--- config.mk ---
export PLATFORM = sky130hd
export DESIGN_NAME = gate_sequence_detector_flat
export DESIGN_NICKNAME = d
export VERILOG_FILES = /design/src/rtl/gate_sequence_detector_pkg.sv /design/src/rtl/gate_sequence_detector_if.sv /design/src/rtl/gate_sequence_detector_sensor_debounce.sv /design/src/rtl/gate_sequence_detector.sv /design/src/flat_wrapper.sv
export SDC_FILE = /design/constraint.sdc
export NUM_CORES = 1
export LEC_CHECK = 0
export CORE_AREA = 5 5 42 44
export CTS_BUF_LIST = sky130_fd_sc_hd__clkbuf_16
export DETAILED_ROUTE_END_ITERATION = 10
export DIE_AREA = 0 0 47 49
export PLACE_DENSITY = 0.63
export SYNTH_ARGS = -nofsm -noshare
export SYNTH_HDL_FRONTEND = slang
export SYNTH_SLANG_ARGS = --single-unit
--- constraint.sdc ---
create_clock -name clk -period 2.9 [get_ports clk]
set_input_delay 0.58 -clock clk [delete_from_list [all_inputs] [get_ports clk]]
set_output_delay 0.58 -clock clk [all_outputs]
set_load 0.02 [all_outputs]
--- src/rtl/gate_sequence_detector_pkg.sv ---
// gate_pkg: shared types and constants for the parking-gate sequence detector.
//   gate_state_t          - direction-tracking FSM states (3-bit encoding)
//   GATE_DEBOUNCE_DEFAULT - default number of stable samples before a sensor
//                           value is accepted by the debounce filter
package gate_pkg;

  typedef enum logic [2:0] {
    IDLE = 3'd0,
    EN1  = 3'd1,
    EN2  = 3'd2,
    EN3  = 3'd3,
    EX1  = 3'd4,
    EX2  = 3'd5,
    EX3  = 3'd6,
    ERR  = 3'd7
  } gate_state_t;

  localparam int GATE_DEBOUNCE_DEFAULT = 4;

endpackage

--- src/rtl/gate_sequence_detector_if.sv ---
// Sensor/event bundle between the gate sensors and the occupancy counter.
//   outer, inner : synchronized sensor levels (1 = blocked)
//   enter, exit  : one-cycle car-completed pulses
//   err          : one-cycle illegal-transition pulse
//   busy         : FSM is not idle
// master = sensor/counter side, slave = detector.
interface gate_sequence_detector_if;
  logic outer;
  logic inner;
  logic enter;
  logic exit;
  logic err;
  logic busy;

  modport master (output outer, inner, input enter, exit, err, busy);
  modport slave  (input outer, inner, output enter, exit, err, busy);
endinterface

--- src/rtl/gate_sequence_detector_sensor_debounce.sv ---
// sensor_debounce: accepts a new raw sensor level only after it has been
// sampled DEBOUNCE_CYCLES times in a row; shorter glitches are dropped.
//   clk      : system clock
//   reset    : synchronous, active-low
//   raw      : synchronized sensor input
//   filtered : accepted (debounced) sensor level, registered
module sensor_debounce
  import gate_pkg::*;
#(
  parameter int DEBOUNCE_CYCLES = GATE_DEBOUNCE_DEFAULT
) (
  input  logic clk,
  input  logic reset,
  input  logic raw,
  output logic filtered
);

  localparam int CNT_W = $clog2(DEBOUNCE_CYCLES + 1);
  localparam logic [CNT_W-1:0] CNT_LAST = CNT_W'(DEBOUNCE_CYCLES - 1);
  localparam logic [CNT_W-1:0] CNT_MAX  = CNT_W'(DEBOUNCE_CYCLES);

  logic [CNT_W-1:0] cnt;

  // The sample that would bring the count to DEBOUNCE_CYCLES is the one that
  // accepts the new level, so a change first seen at edge k lands at edge
  // k+DEBOUNCE_CYCLES-1 and the counter restarts from zero.
  always_ff @(posedge clk) begin
    if (!reset) begin
      filtered <= 1'b0;
      cnt      <= '0;
    end else if (raw == filtered) begin
      cnt <= '0;
    end else if (cnt >= CNT_LAST) begin
      filtered <= raw;
      cnt      <= '0;
    end else if (cnt != CNT_MAX) begin
      cnt <= cnt + 1'b1;
    end
  end

endmodule

--- src/rtl/gate_sequence_detector.sv ---
// gate_sequence_detector: turns the outer/inner gate sensors into one-cycle
// enter/exit pulses. A car is counted only after crossing both sensors in
// order; reverse steps back up the FSM without counting.
//   clk   : system clock
//   reset : synchronous, active-low
//   bus   : gate_sequence_detector_if.slave (outer, inner in; enter, exit,
//           err, busy out - all outputs registered)
// Build option: define GATE_DEBOUNCE_EN to insert a sensor_debounce filter
// on each sensor; otherwise the FSM sees the raw sensor levels directly.
module gate_sequence_detector
  import gate_pkg::*;
#(
  parameter int DEBOUNCE_CYCLES = GATE_DEBOUNCE_DEFAULT
) (
  input  logic                     clk,
  input  logic                     reset,
  gate_sequence_detector_if.slave  bus
);

  if (DEBOUNCE_CYCLES < 1 || DEBOUNCE_CYCLES > 255) begin : g_bad_cfg
    $error("DEBOUNCE_CYCLES must be in 1..255");
  end

  logic outer_f;
  logic inner_f;

  // ---- stage p0: sensor filtering ----
`ifdef GATE_DEBOUNCE_EN
  sensor_debounce #(.DEBOUNCE_CYCLES(DEBOUNCE_CYCLES)) u_outer_db (
    .clk      (clk),
    .reset    (reset),
    .raw      (bus.outer),
    .filtered (outer_f)
  );
  sensor_debounce #(.DEBOUNCE_CYCLES(DEBOUNCE_CYCLES)) u_inner_db (
    .clk      (clk),
    .reset    (reset),
    .raw      (bus.inner),
    .filtered (inner_f)
  );
`else
  assign outer_f = bus.outer;
  assign inner_f = bus.inner;
`endif

  logic [1:0]  pair_p0;
  gate_state_t state;
  gate_state_t state_next;
  logic        enter_next;
  logic        exit_next;
  logic        err_next;

  assign pair_p0 = {outer_f, inner_f};

  // ---- stage p1: direction FSM and registered outputs ----
  always_ff @(posedge clk) begin
    if (!reset) begin
      state     <= IDLE;
      bus.enter <= 1'b0;
      bus.exit  <= 1'b0;
      bus.err   <= 1'b0;
      bus.busy  <= 1'b0;
    end else begin
      state     <= state_next;
      bus.enter <= enter_next;
      bus.exit  <= exit_next;
      bus.err   <= err_next;
      bus.busy  <= (state_next != IDLE);
    end
  end

  always_comb begin
    state_next = state;
    enter_next = 1'b0;
    exit_next  = 1'b0;
    unique case (state)
      IDLE: case (pair_p0)
        2'b10:   state_next = EN1;
        2'b01:   state_next = EX1;
        2'b11:   state_next = ERR;
        default: state_next = state;
      endcase
      EN1: case (pair_p0)
        2'b11:   state_next = EN2;
        2'b00:   state_next = IDLE;
        2'b01:   state_next = ERR;
        default: state_next = state;
      endcase
      EN2: case (pair_p0)
        2'b01:   state_next = EN3;
        2'b10:   state_next = EN1;
        2'b00:   state_next = ERR;
        default: state_next = state;
      endcase
      EN3: case (pair_p0)
        2'b00: begin
          state_next = IDLE;
          enter_next = 1'b1;
        end
        2'b11:   state_next = EN2;
        2'b10:   state_next = ERR;
        default: state_next = state;
      endcase
      EX1: case (pair_p0)
        2'b11:   state_next = EX2;
        2'b00:   state_next = IDLE;
        2'b10:   state_next = ERR;
        default: state_next = state;
      endcase
      EX2: case (pair_p0)
        2'b10:   state_next = EX3;
        2'b01:   state_next = EX1;
        2'b00:   state_next = ERR;
        default: state_next = state;
      endcase
      EX3: case (pair_p0)
        2'b00: begin
          state_next = IDLE;
          exit_next  = 1'b1;
        end
        2'b11:   state_next = EX2;
        2'b01:   state_next = ERR;
        default: state_next = state;
      endcase
      ERR: begin
        if (pair_p0 == 2'b00) state_next = IDLE;
      end
      default: state_next = IDLE;
    endcase
  end

  // err fires only on entry into ERR, never while parked there.
  assign err_next = (state_next == ERR) && (state != ERR);

endmodule

--- src/flat_wrapper.sv ---
// flat-port wrapper written by rule: the top's interface ports become plain ports
module gate_sequence_detector_flat import gate_pkg::*;
#(
  parameter int DEBOUNCE_CYCLES = GATE_DEBOUNCE_DEFAULT
)
  (clk, reset, bus_outer, bus_inner, bus_enter, bus_exit, bus_err, bus_busy);
  gate_sequence_detector_if bus_i ();
  input  logic clk;
  input  logic reset;
  input wire logic [$bits(bus_i.outer)-1:0] bus_outer;
  input wire logic [$bits(bus_i.inner)-1:0] bus_inner;
  output wire logic [$bits(bus_i.enter)-1:0] bus_enter;
  output wire logic [$bits(bus_i.exit)-1:0] bus_exit;
  output wire logic [$bits(bus_i.err)-1:0] bus_err;
  output wire logic [$bits(bus_i.busy)-1:0] bus_busy;
  assign bus_i.outer = bus_outer;
  assign bus_i.inner = bus_inner;
  assign bus_enter = bus_i.enter;
  assign bus_exit = bus_i.exit;
  assign bus_err = bus_i.err;
  assign bus_busy = bus_i.busy;
  gate_sequence_detector #(.DEBOUNCE_CYCLES(DEBOUNCE_CYCLES)) u_core (.clk(clk), .reset(reset), .bus(bus_i));
endmodule
==> results by stage, run 1 <==
Run status:
- The flow ran to the end, and the final reports show no timing, DRC or antenna violations.

Timing:
- The smallest clock period supported by the final layout is computed as 2040 ps.
- In the post-route analysis, the smallest setup slack over all paths is 860 ps.
- The clock arrives with 1.86 ps of skew.
- The final count of pins violating max slew is 0.
- For the pin with the worst max-slew slack, the measured transition is 541 ps.
- Measured against its own limit, the worst slew margin works out to 0.639.
- The final count of hold timing violations is 0.
- The post-route setup TNS is 0 ps.
- The post-route clock period utilization is 0.704.
- Setup repair after global routing left no endpoint under its margin.
- The number of setup violations in the final report is 0.
- The highest clock rate is 0.490 GHz.

Die:
- The full die area is 0.00230 sq mm.
- For this configuration, the core starts out at a cell density of 0.319.
- The die height is 49 um.
- The die outline width is 47 um.
- For this design the top-level I/O count stands at 8.
- Row generation in the floorplan step produced 14 rows.
- The area of the core region is 0.00140 sq mm.

Synthesis:
- The count of distinct cell types in the synthesized netlist is 31.
- The library cell occupying the most area in the post-synthesis netlist is dfxtp_1.
- The synthesized netlist net count is 61.
- After synthesis, the cell types taking the most area are dfxtp_1, a21oi_1, nand2_1.
- The gate count of the mapped netlist is 57.
- The total of flip-flops plus latches after synthesis is 7.
- The synthesized netlist occupies a cell area of 447 sq um.
- The area share of the largest cell type after synthesis is 0.314.
- The Yosys warning count is 0.
- The sequential area share after synthesis is 0.314.
- In this run the mean area of a mapped cell was 7.84 sq um.

Setup path:
- The required time of the worst setup path is 3010 ps.
- The startpoint type of the worst setup path is an input port.
- The category of the most critical setup path is in2reg.
- The worst endpoint data arrival time is 2150 ps.
- The element type at the critical path end is a flop.
- Along the worst path, the maximum fanout reaches 18.

Global route:
- The number of antenna violations at the first check in global routing was 0.
- Entering global routing, the biggest net connects 19 pins.
- In the global route stage, overall resource usage came out at 0.0908.
- The global-route wire length before repair is 1580 um.
- The via count of the first global-routing pass was 377.
- After global routing the overflow that remains totals 0.

Placed design:
- During placement, the flow inserted port buffers numbering 7.
- In this run, placement finished with an instance count of 74.
- The pre-CTS setup slack is 614 ps.
- At the end of routability-driven placement, the weighted congestion stood at 0.712.
- Detailed placement ended at an HPWL of 624 um.

Finish:
- Summing all multi-input logic gate instances after layout gives 263 sq um.
- Leaving out fill and tap cells, the most frequent cells in the layout are clkdlybuf4s50_1, dfxtp_1, nand2_1, a21oi_1, nor2_1.
- The combined flip-flop and latch cell area is 140 sq um.
- The post-route non-filler standard cell count is 78.
- After the last flow step, the layout net total stands at 67.
- The area overhead of the layout relative to synthesis is 30.3%.
- The fraction of layout instances using a drive strength above 1 is 0.0806.
- The number of diodes added for antenna fixing is 0.
- The number of fill cells in the layout is 155.

Power and ir drop:
- The share of total power dissipated in the clock network is 0.537.
- The leakage power summed over all cells is 0.218 nW.
- Of the total power, combinational logic draws 0.161.
- Of the total power, registers draw 0.302.
- Cell internal power was estimated by the tool at 320 uW.
- The peak ir drop on the vdd network is 0.000649 V.
- The switching portion of total power is 0.243.
- The power density normalized to cell area is 727 mW/mm^2.
- The switching power summed over all nets is 103 uW.

CTS:
- The clock buffer count from CTS is 3.
- The cell at the root of the clock tree is clkbuf_16.
- After clock tree synthesis, the setup repair step added 0 buffers.
- In this run the number of H-tree levels came out at 1.
- Once the clock tree was built, the resizer swapped 0 gates to a different size.
- The clock insertion delay at the later pin of the skew report is 230 ps.
- The number of hold buffers added after cts is 0.
- Counting along the longest clock path gives a buffer depth of 2.
- After clock tree synthesis, the clock-pin slew on the worst setup and hold paths is 40 ps.
- Counting every sink on the clock net gives 7.
- TritonCTS built the clock tree.

Drt:
- Summing over every cut layer, the via total after detailed routing is 434.
- The routed design has 920 um of wire.
- The number of violations reported at the end of detailed-routing iteration 0 is 11.
- The first detailed-routing pass took 4 iterations.
- The remaining routing DRC violations is 0.
- Dividing the detail-routed via count by the number of cells gives 5.56.
- After detailed routing, the average wire length per cell comes to 11.8 um.
- In this run the remaining antenna-violating nets after routing total 0.

Job:
- Across the run, the number of max-cap violations was 0.

Worst hold path:
- The worst hold-check path type is reg2reg.
power groups by stage:
stage          clock [mW]  sequential, mW  combinational, mW
3_3_place_gp            0           0.128             0.0673
4_1_cts             0.231           0.126             0.0690
2_1_floorplan           0           0.118             0.0614
6_report            0.227           0.128             0.0682
3_5_place_dp            0           0.128             0.0682
5_1_grt             0.238           0.130             0.0767
synthesized netlist by cell type:
library cell,n
dfxtp_1,7
a21oi_1,5
nand2_1,5
nor2_1,4
buf_2,3
nor2b_1,3
a31oi_1,2
clkbuf_1,2
nand3b_1,2
nor3_1,2
o31a_1,2
a211o_1,1
a221oi_1,1
a22oi_1,1
buf_6,1
inv_1,1
inv_4,1
nand2b_1,1
nand3_1,1
nor3_2,1
nor3b_1,1
nor4_1,1
o21a_1,1
o21ai_0,1
o21ai_1,1
o2bb2ai_1,1
o311a_1,1
o31ai_1,1
or2b_1,1
or4b_1,1
xor2_1,1
worst paths after layout:
check	depth (start not counted)	endpoint	start	slack, ps
max	5	u_core.state[0]	bus_outer	860
min	2	u_core.bus.enter	u_core.state[0]	640
max reg2reg	4	u_core.state[0]	u_core.state[0]	1420
min reg2reg	2	u_core.bus.enter	u_core.state[0]	640
critical path: stages:
cell             delay (ps)
clkdlybuf4s50_1         810
nor2_1                  120
a221oi_1                270
a21oi_1                  70
o31a_1                  300
sequential cells by signal, summed over array words and instances (netlist names):
name,cells
u_core.state,3
u_core.bus.busy,1
u_core.bus.enter,1
u_core.bus.err,1
u_core.bus.exit,1
cells by family after synthesis:
family,after synthesis,synth area share
AOI/OAI and AO/OA,18,0.277
xor gates and xnor gates,1,0.0196
buffers and inverters,8,0.0980
and+or+nand+nor,23,0.291
DFF,7,0.314
final cells by class:
type                            instances  share of cell area
Multi-Input combinational cell         42               0.452
Sequential cell                         7               0.241
Clock buffer                            3               0.129
Timing Repair Buffer                    7               0.120
Tap cell                               16              0.0344
Inverter                                2              0.0172
Clock inverter                          1             0.00645
through the flow:
| stage | power (mW) | hold WS (ps) | utilization | cell area [sq um] |
|---|---|---|---|---|
| floorplan | 0.179 | 523 | - | 447 |
| global placement | 0.195 | 627 | 0.359 | 503 |
| detailed placement | 0.196 | 620 | 0.359 | 503 |
| CTS | 0.427 | 632 | 0.415 | 582 |
| global route | 0.445 | 666 | 0.415 | 582 |
| finish | 0.423 | 644 | 0.415 | 582 |
layer usage:
layer	up-vias	track usage	wire length, um
met4	0	0.0276	0
li1	216	-	-
met2	13	0.133	446
met1	205	0.114	406
met3	0	0.0443	67
met5	-	0	0
(Power assumes the default switching activity.)
==> run 2: changes to the inputs <==
- clock period: 2.9 -> 2 ns (I/O delays scaled with it)
==> results by stage, run 2 (synthesis results as in run 1) <==
Run status:
- Status: finished clean (unchanged).

Drt:
- The iteration count of the initial detailed-routing pass is 4 (unchanged).
- The remaining antenna violation count after routing is 0 (unchanged).
- The number of violations reported at the end of detailed-routing iteration 0 is 9 (was 11).
- The total via count after detailed routing is 447 (was 434).
- The average vias per placed instance is 5.39 (was 5.56).
- The average detailed-routed wire length per instance came to 12.9 um (was 11.8 um).
- The remaining routing DRC violations is 0 (unchanged).
- The wire length after detailed routing came to 1070 um (was 920 um).

Finish:
- The number of diodes added for antenna fixing was 0 (unchanged).
- The fraction of layout instances using a drive strength above 1 was 0.149 (was 0.0806).
- The flip-flop count of the largest register, all copies and words added is 3 (unchanged).
- The area overhead of the layout relative to synthesis is 38.7% (was 30.3%).
- The net total in the final layout is 72 (was 67).
- The register name with the most flops is u_core.state (unchanged).
- Commonest non-fill, non-tap cells in the layout: clkdlybuf4s50_1, dfxtp_1, nand2_1, a21oi_1, buf_4 (was clkdlybuf4s50_1, dfxtp_1, nand2_1, a21oi_1, nor2_1).
- The post-route non-filler standard cell count is 83 (was 78).

Power and ir drop:
- The total design power is 636 uW (was 423 uW).
- The peak ir drop on the vdd network was 0.000536 V (was 0.000649 V).
- The leakage power summed over all cells is 0.242 nW (was 0.218 nW).
- The power density normalized to cell area is 1030 mW/mm^2 (was 727 mW/mm^2).

Global route:
- The via count of the first global-routing pass is 429 (was 377).
- The number of antenna violations at the first check in global routing is 0 (unchanged).
- The largest net degree at the start of global routing is 16 (was 19).
- The total overflow reported by the global router is 0 (unchanged).
- The aggregate global-route resource usage is 0.104 (was 0.0908).
- The global-route wire length before repair is 1770 um (was 1580 um).

Timing:
- The post-route setup TNS came to 0 ps (unchanged).
- The number of setup violations in the final report came to 0 (unchanged).
- The slew at the pin with the worst max-slew slack was 500 ps (was 541 ps).
- The final count of pins violating max slew is 0 (unchanged).
- The worst-case headroom to the max-slew limit was 0.666 (was 0.639).
- The final count of hold timing violations came to 0 (unchanged).
- The minimum period implied by the final worst setup slack is 1590 ps.
- Timing would allow up to 0.629 GHz.
- The worst clock skew is 1.93 ps (was 1.86 ps).
- The hold slack came to 628 ps (was 644 ps).
- Of the available clock period, the critical path in the final layout requires 0.795.
- RSZ-0062 raised after global routing: false (unchanged).

Placed design:
- The sum of net half-perimeters after detailed placement is 750 um (was 624 um).
- The final weighted congestion in routability-driven placement was 0.805 (was 0.712).
- The placed instance count is 79 (was 74).
- The port buffer count is 7 (unchanged).

Setup path:
- The top fanout value on the critical path is 7 (was 18).
- The category of the most critical setup path is in2reg (unchanged).
- The startpoint type of the worst setup path is an input port (unchanged).
- The element type at the critical path end is a flop (unchanged).
- The worst endpoint data arrival time came to 1710 ps (was 2150 ps).
- The required time of the worst setup path is 2120 ps (was 3010 ps).

CTS:
- The number of hold buffers added after cts is 0 (unchanged).
- The post-cts sizing count was 0 (unchanged).
- The cell at the root of the clock tree was clkbuf_16 (unchanged).
- The clock slew at the register clock pins of the worst setup and hold paths is 40 ps (about the same).
- The H-tree depth reported by CTS is 1 (unchanged).
- The clock tree from TritonCTS is built (unchanged).
- The clock buffer count from CTS is 3 (unchanged).
- The maximum count of clock buffers along a single path is 2 (unchanged).
- The number of setup buffers added after CTS was 0 (unchanged).
- The clock insertion delay at the later pin of the skew report is 230 ps (about the same).
- The total number of clock tree sinks is 7 (unchanged).

Die:
- The die outline width was 47 um (unchanged).
- The area of the core region came to 0.00140 sq mm (unchanged).
- The count of boundary I/O pins came to 8 (unchanged).
- The number of standard-cell rows in the floorplan is 14 (unchanged).
- The die height is 49 um (unchanged).
- The full die area was 0.00230 sq mm (unchanged).
- The starting utilization of the core area was 0.319 (unchanged).

Worst hold path:
- The worst hold-check path type is reg2reg (unchanged).

Job:
- The count of max-cap constraint violations is 0 (unchanged).
-- run 2: cell count changes in the layout (fill, tap and decap cells not counted), sizes merged --
cell	delta
buf	+5
-- run 2: layout make-up --
| cell class | count | area, sq um |
|---|---|---|
| clock inverters | 1 | 3.75 |
| well taps | 16 | 20.0 |
| fillers | 147 | 782 |
| multi-input cells | 42 | 263 |
| repair buffers | 12 | 108 |
| inverters | 2 | 10.0 |
| clock buffers | 3 | 75.1 |
| flip-flops and latches | 7 | 140 |
-- run 2: layer usage --
layer | vias up | global-route usage | routed length, um
li1 | 227 | - | -
met1 | 213 | 0.121 | 513
met2 | 5 | 0.158 | 515
met3 | 2 | 0.0332 | 26
met4 | 0 | 0.0645 | 19
met5 | - | 0 | 0
-- run 2: worst paths after layout --
check / startpoint / endpoint / slack, ps / cells after the start
worst max-delay path: bus_outer / u_core.state[0] / 410 / 5
worst min-delay path: u_core.state[0] / u_core.bus.exit / 630 / 2
worst max register to register: u_core.state[2] / u_core.bus.err / 570 / 3
worst min register to register: u_core.state[0] / u_core.bus.exit / 630 / 2
-- run 2: critical path, stage by stage --
cell and delay (ps):
clkdlybuf4s50_1 600, nor2_1 90, a221oi_1 250, a21oi_1 70, o31a_1 300
-- run 2: power breakdown --
part | switching, mW | internal [mW] | total, mW
Sequential | 0.0226 | 0.154 | 0.176
Clock | 0.0795 | 0.260 | 0.340
Combinational | 0.0602 | 0.0595 | 0.120
Total | 0.162 | 0.473 | 0.636
-- run 2: per-stage QoR --
| step | instance area (sq um) | util | setup slack [ps] |
|---|---|---|---|
| 3_5_place_dp | 541 | 0.386 | 166 |
| 4_1_cts | 619 | 0.442 | 402 |
| 6_report | 619 | 0.442 | 409 |
| 3_3_place_gp | 541 | 0.386 | 189 |
| 2_1_floorplan | 447 | - | 677 |
| 5_1_grt | 619 | 0.442 | 274 |
==> run 3: changes to the inputs <==
- PLACE_DENSITY: 0.63 -> 0.65
- clock period: 2 -> 1.35 ns (I/O delays scaled with it)
==> results by stage, run 3 (synthesis results as in run 1) <==
Drt:
- The wire length after detailed routing is 1130 um (was 1070 um).
- The total via count after detailed routing is 464 (was 447).
- The iteration count of the initial detailed-routing pass is 4 (unchanged).
- The routed length on met2 is 527 um (was 515 um).
- The remaining antenna violation count after routing is 0 (unchanged).
- The number of violations reported at the end of detailed-routing iteration 0 is 9 (unchanged).
- The average detailed-routed wire length per instance is 12.7 um (was 12.9 um).
- The top routing layer in use is met4 (unchanged).
- The sum of routed wire segments on met1 was 522 um (was 513 um).
- The average vias per placed instance is 5.21 (was 5.39).
- The remaining routing DRC violations was 0 (unchanged).
- The met3 wire length was 62 um (was 26 um).

Finish:
- The fraction of layout instances using a drive strength above 1 is 0.233 (was 0.149).
- The post-route non-filler standard cell count is 89 (was 83).
- The register name with the most flops is u_core.state (unchanged).
- The flip-flop count of the largest register, all copies and words added is 3 (unchanged).
- The net total in the final layout is 78 (was 72).
- Commonest non-fill, non-tap cells in the layout: buf_4, dfxtp_1, dlygate4sd2_1 (was clkdlybuf4s50_1, dfxtp_1, nand2_1, a21oi_1, buf_4).
- The number of diodes added for antenna fixing is 0 (unchanged).
- The library cell used most frequently in the layout, excluding fill and tap cells, is buf_4.
- The area overhead of the layout relative to synthesis came to 48.5% (was 38.7%).
- The share of the core filled with cells in the final layout is 0.473 (was 0.442).

CTS:
- The clock slew at the register clock pins of the worst setup and hold paths was 40 ps (about the same).
- The clock insertion delay at the later pin of the skew report is 230 ps (about the same).
- The H-tree depth reported by CTS is 1 (unchanged).
- The clock tree from TritonCTS is built (unchanged).
- The number of hold buffers added after cts came to 0 (unchanged).
- The number of setup buffers added after CTS is 0 (unchanged).
- The clock buffer count from CTS is 3 (unchanged).
- The maximum count of clock buffers along a single path came to 2 (unchanged).
- The total number of clock tree sinks is 7 (unchanged).
- The cell at the root of the clock tree was clkbuf_16 (unchanged).

Timing:
- The slew at the pin with the worst max-slew slack is 477 ps (was 500 ps).
- The post-route setup TNS is 0 ps (unchanged).
- Of the available clock period, the critical path in the final layout requires 0.920.
- The final count of hold timing violations is 0 (unchanged).
- The minimum setup slack in the final design came to 107 ps (was 409 ps).
- The number of setup violations in the final report is 0 (unchanged).
- The highest clock rate is 0.805 GHz.
- The minimum period implied by the final worst setup slack is 1240 ps.
- The worst-case headroom to the max-slew limit is 0.681 (was 0.666).
- The final count of pins violating max slew is 0 (unchanged).
- RSZ-0062 raised after global routing: false (unchanged).
- The worst clock skew is 1.05 ps (was 1.93 ps).

Worst hold path:
- The instance count along the most critical hold path came to 2 (unchanged).
- The worst hold-check path type is reg2reg (unchanged).

Job:
- The count of max-cap constraint violations was 0 (unchanged).

Placed design:
- The pre-CTS setup slack was -317 ps (was 166 ps).
- The placed instance count is 85 (was 79).
- The sum of net half-perimeters after detailed placement is 818 um (was 750 um).
- The final weighted congestion in routability-driven placement is 0.764 (was 0.805).
- The port buffer count is 7 (unchanged).

Setup path:
- The cell depth of the worst flop-to-flop path was 5 (was 3).
- Cell breakdown of the critical path: buf_4 > or2b_1 > nand2_1 > o2bb2ai_1 > o21a_1 (was clkdlybuf4s50_1 > nor2_1 > a221oi_1 > a21oi_1 > o31a_1).
- The worst endpoint data arrival time is 1360 ps (was 1710 ps).
- The required time of the worst setup path is 1470 ps (was 2120 ps).
- The highest-delay cell along the critical path is dfxtp_1 (was clkdlybuf4s50_1).
- The delay of the slowest critical-path stage came to 450 ps (was 600 ps).
- The startpoint type of the worst setup path is a flop (was input port).
- The top fanout value on the critical path was 9 (was 7).
- The element type at the critical path end is a flop (unchanged).
- The category of the most critical setup path is reg2reg (was in2reg).

Power and ir drop:
- The switching portion of total power is 0.252 (was 0.255).
- The total design power is 951 uW (was 636 uW).
- The internal power contribution is 712 uW (was 473 uW).
- The clock share of power is 0.518 (was 0.535).
- The power density normalized to cell area was 1430 mW/mm^2 (was 1030 mW/mm^2).
- The proportion of power drawn by combinational gates was 0.211 (was 0.188).
- The part of the power in registers is 0.271 (was 0.277).
- The peak ir drop on the vdd network came to 0.00108 V (was 0.000536 V).
- The switching power summed over all nets is 240 uW (was 162 uW).
- The leakage power summed over all cells was 0.291 nW (was 0.242 nW).

Global route:
- The via count of the first global-routing pass came to 413 (was 429).
- The largest net degree at the start of global routing is 15 (was 16).
- The number of antenna violations at the first check in global routing is 0 (unchanged).
- The total overflow reported by the global router is 0 (unchanged).
- The global-route wire length before repair came to 1750 um (was 1770 um).
- The aggregate global-route resource usage is 0.104 (about the same).

Die:
- The number of standard-cell rows in the floorplan is 14 (unchanged).
- The die outline width is 47 um (unchanged).
- The die height is 49 um (unchanged).
- The area of the core region is 0.00140 sq mm (unchanged).
- The count of boundary I/O pins is 8 (unchanged).
- The starting utilization of the core area is 0.319 (unchanged).
- The full die area came to 0.00230 sq mm (unchanged).

Run status:
- Status: finished clean (unchanged).
==> run 3: cell count changes in the layout (fill, tap and decap cells not counted), sizes merged <==
cell	delta
buf	+6
dlygate4sd2	+6
clkdlybuf4s50	-6
==> run 3: cell type report <==
type	instances	area, sq um
Clock buffer	3	75.1
Tap cell	16	20.0
Inverter	2	10.0
Timing Repair Buffer	18	145
Clock inverter	1	3.75
Sequential cell	7	140
Fill cell	146	738
Multi-Input combinational cell	42	269
==> run 3: routing by layer <==
| metal | track usage | up-vias |
|---|---|---|
| met5 | 0 | - |
| met4 | 0.0461 | 0 |
| met3 | 0.0443 | 2 |
| met2 | 0.140 | 14 |
| met1 | 0.140 | 211 |
| li1 | - | 237 |
==> run 3: per-stage QoR <==
stage / hold slack (ps) / area [sq um]
2_1_floorplan: 387 / 447
3_3_place_gp: 619 / 586
6_report: 628 / 663
4_1_cts: 624 / 657
5_1_grt: 636 / 663
3_5_place_dp: 609 / 586
==> run 3: worst paths after layout <==
kind / startpoint / to / slack [ps]
min reg2reg: u_core.state[0] / u_core.bus.exit / 630
max reg2reg: u_core.state[2] / u_core.state[1] / 110
max: u_core.state[2] / u_core.state[1] / 110
min: u_core.state[0] / u_core.bus.exit / 630
==> run 3: power groups by stage <==
stage / Combinational [mW] / Clock [mW] / Sequential [mW]
floorplan: 0.132 / 0 / 0.253
global placement: 0.201 / 0 / 0.258
detailed placement: 0.203 / 0 / 0.259
CTS: 0.197 / 0.506 / 0.256
global route: 0.217 / 0.523 / 0.260
finish: 0.201 / 0.493 / 0.257
==> run 3: what timing repair did <==
item / CTS / global route
gates cloned: 0 / 0
setup endpoints to repair: 7 / 1
gates resized for setup: 6 / 1
==> run 3: worst max-delay path, delay by kind of cell, from the launching register on <==
family | cells | cell delay, ps
and+or+nand+nor | 2 | 180
DFF | 1 | 450
AOI/OAI and AO/OA | 2 | 280
buffers and inverters | 1 | 220
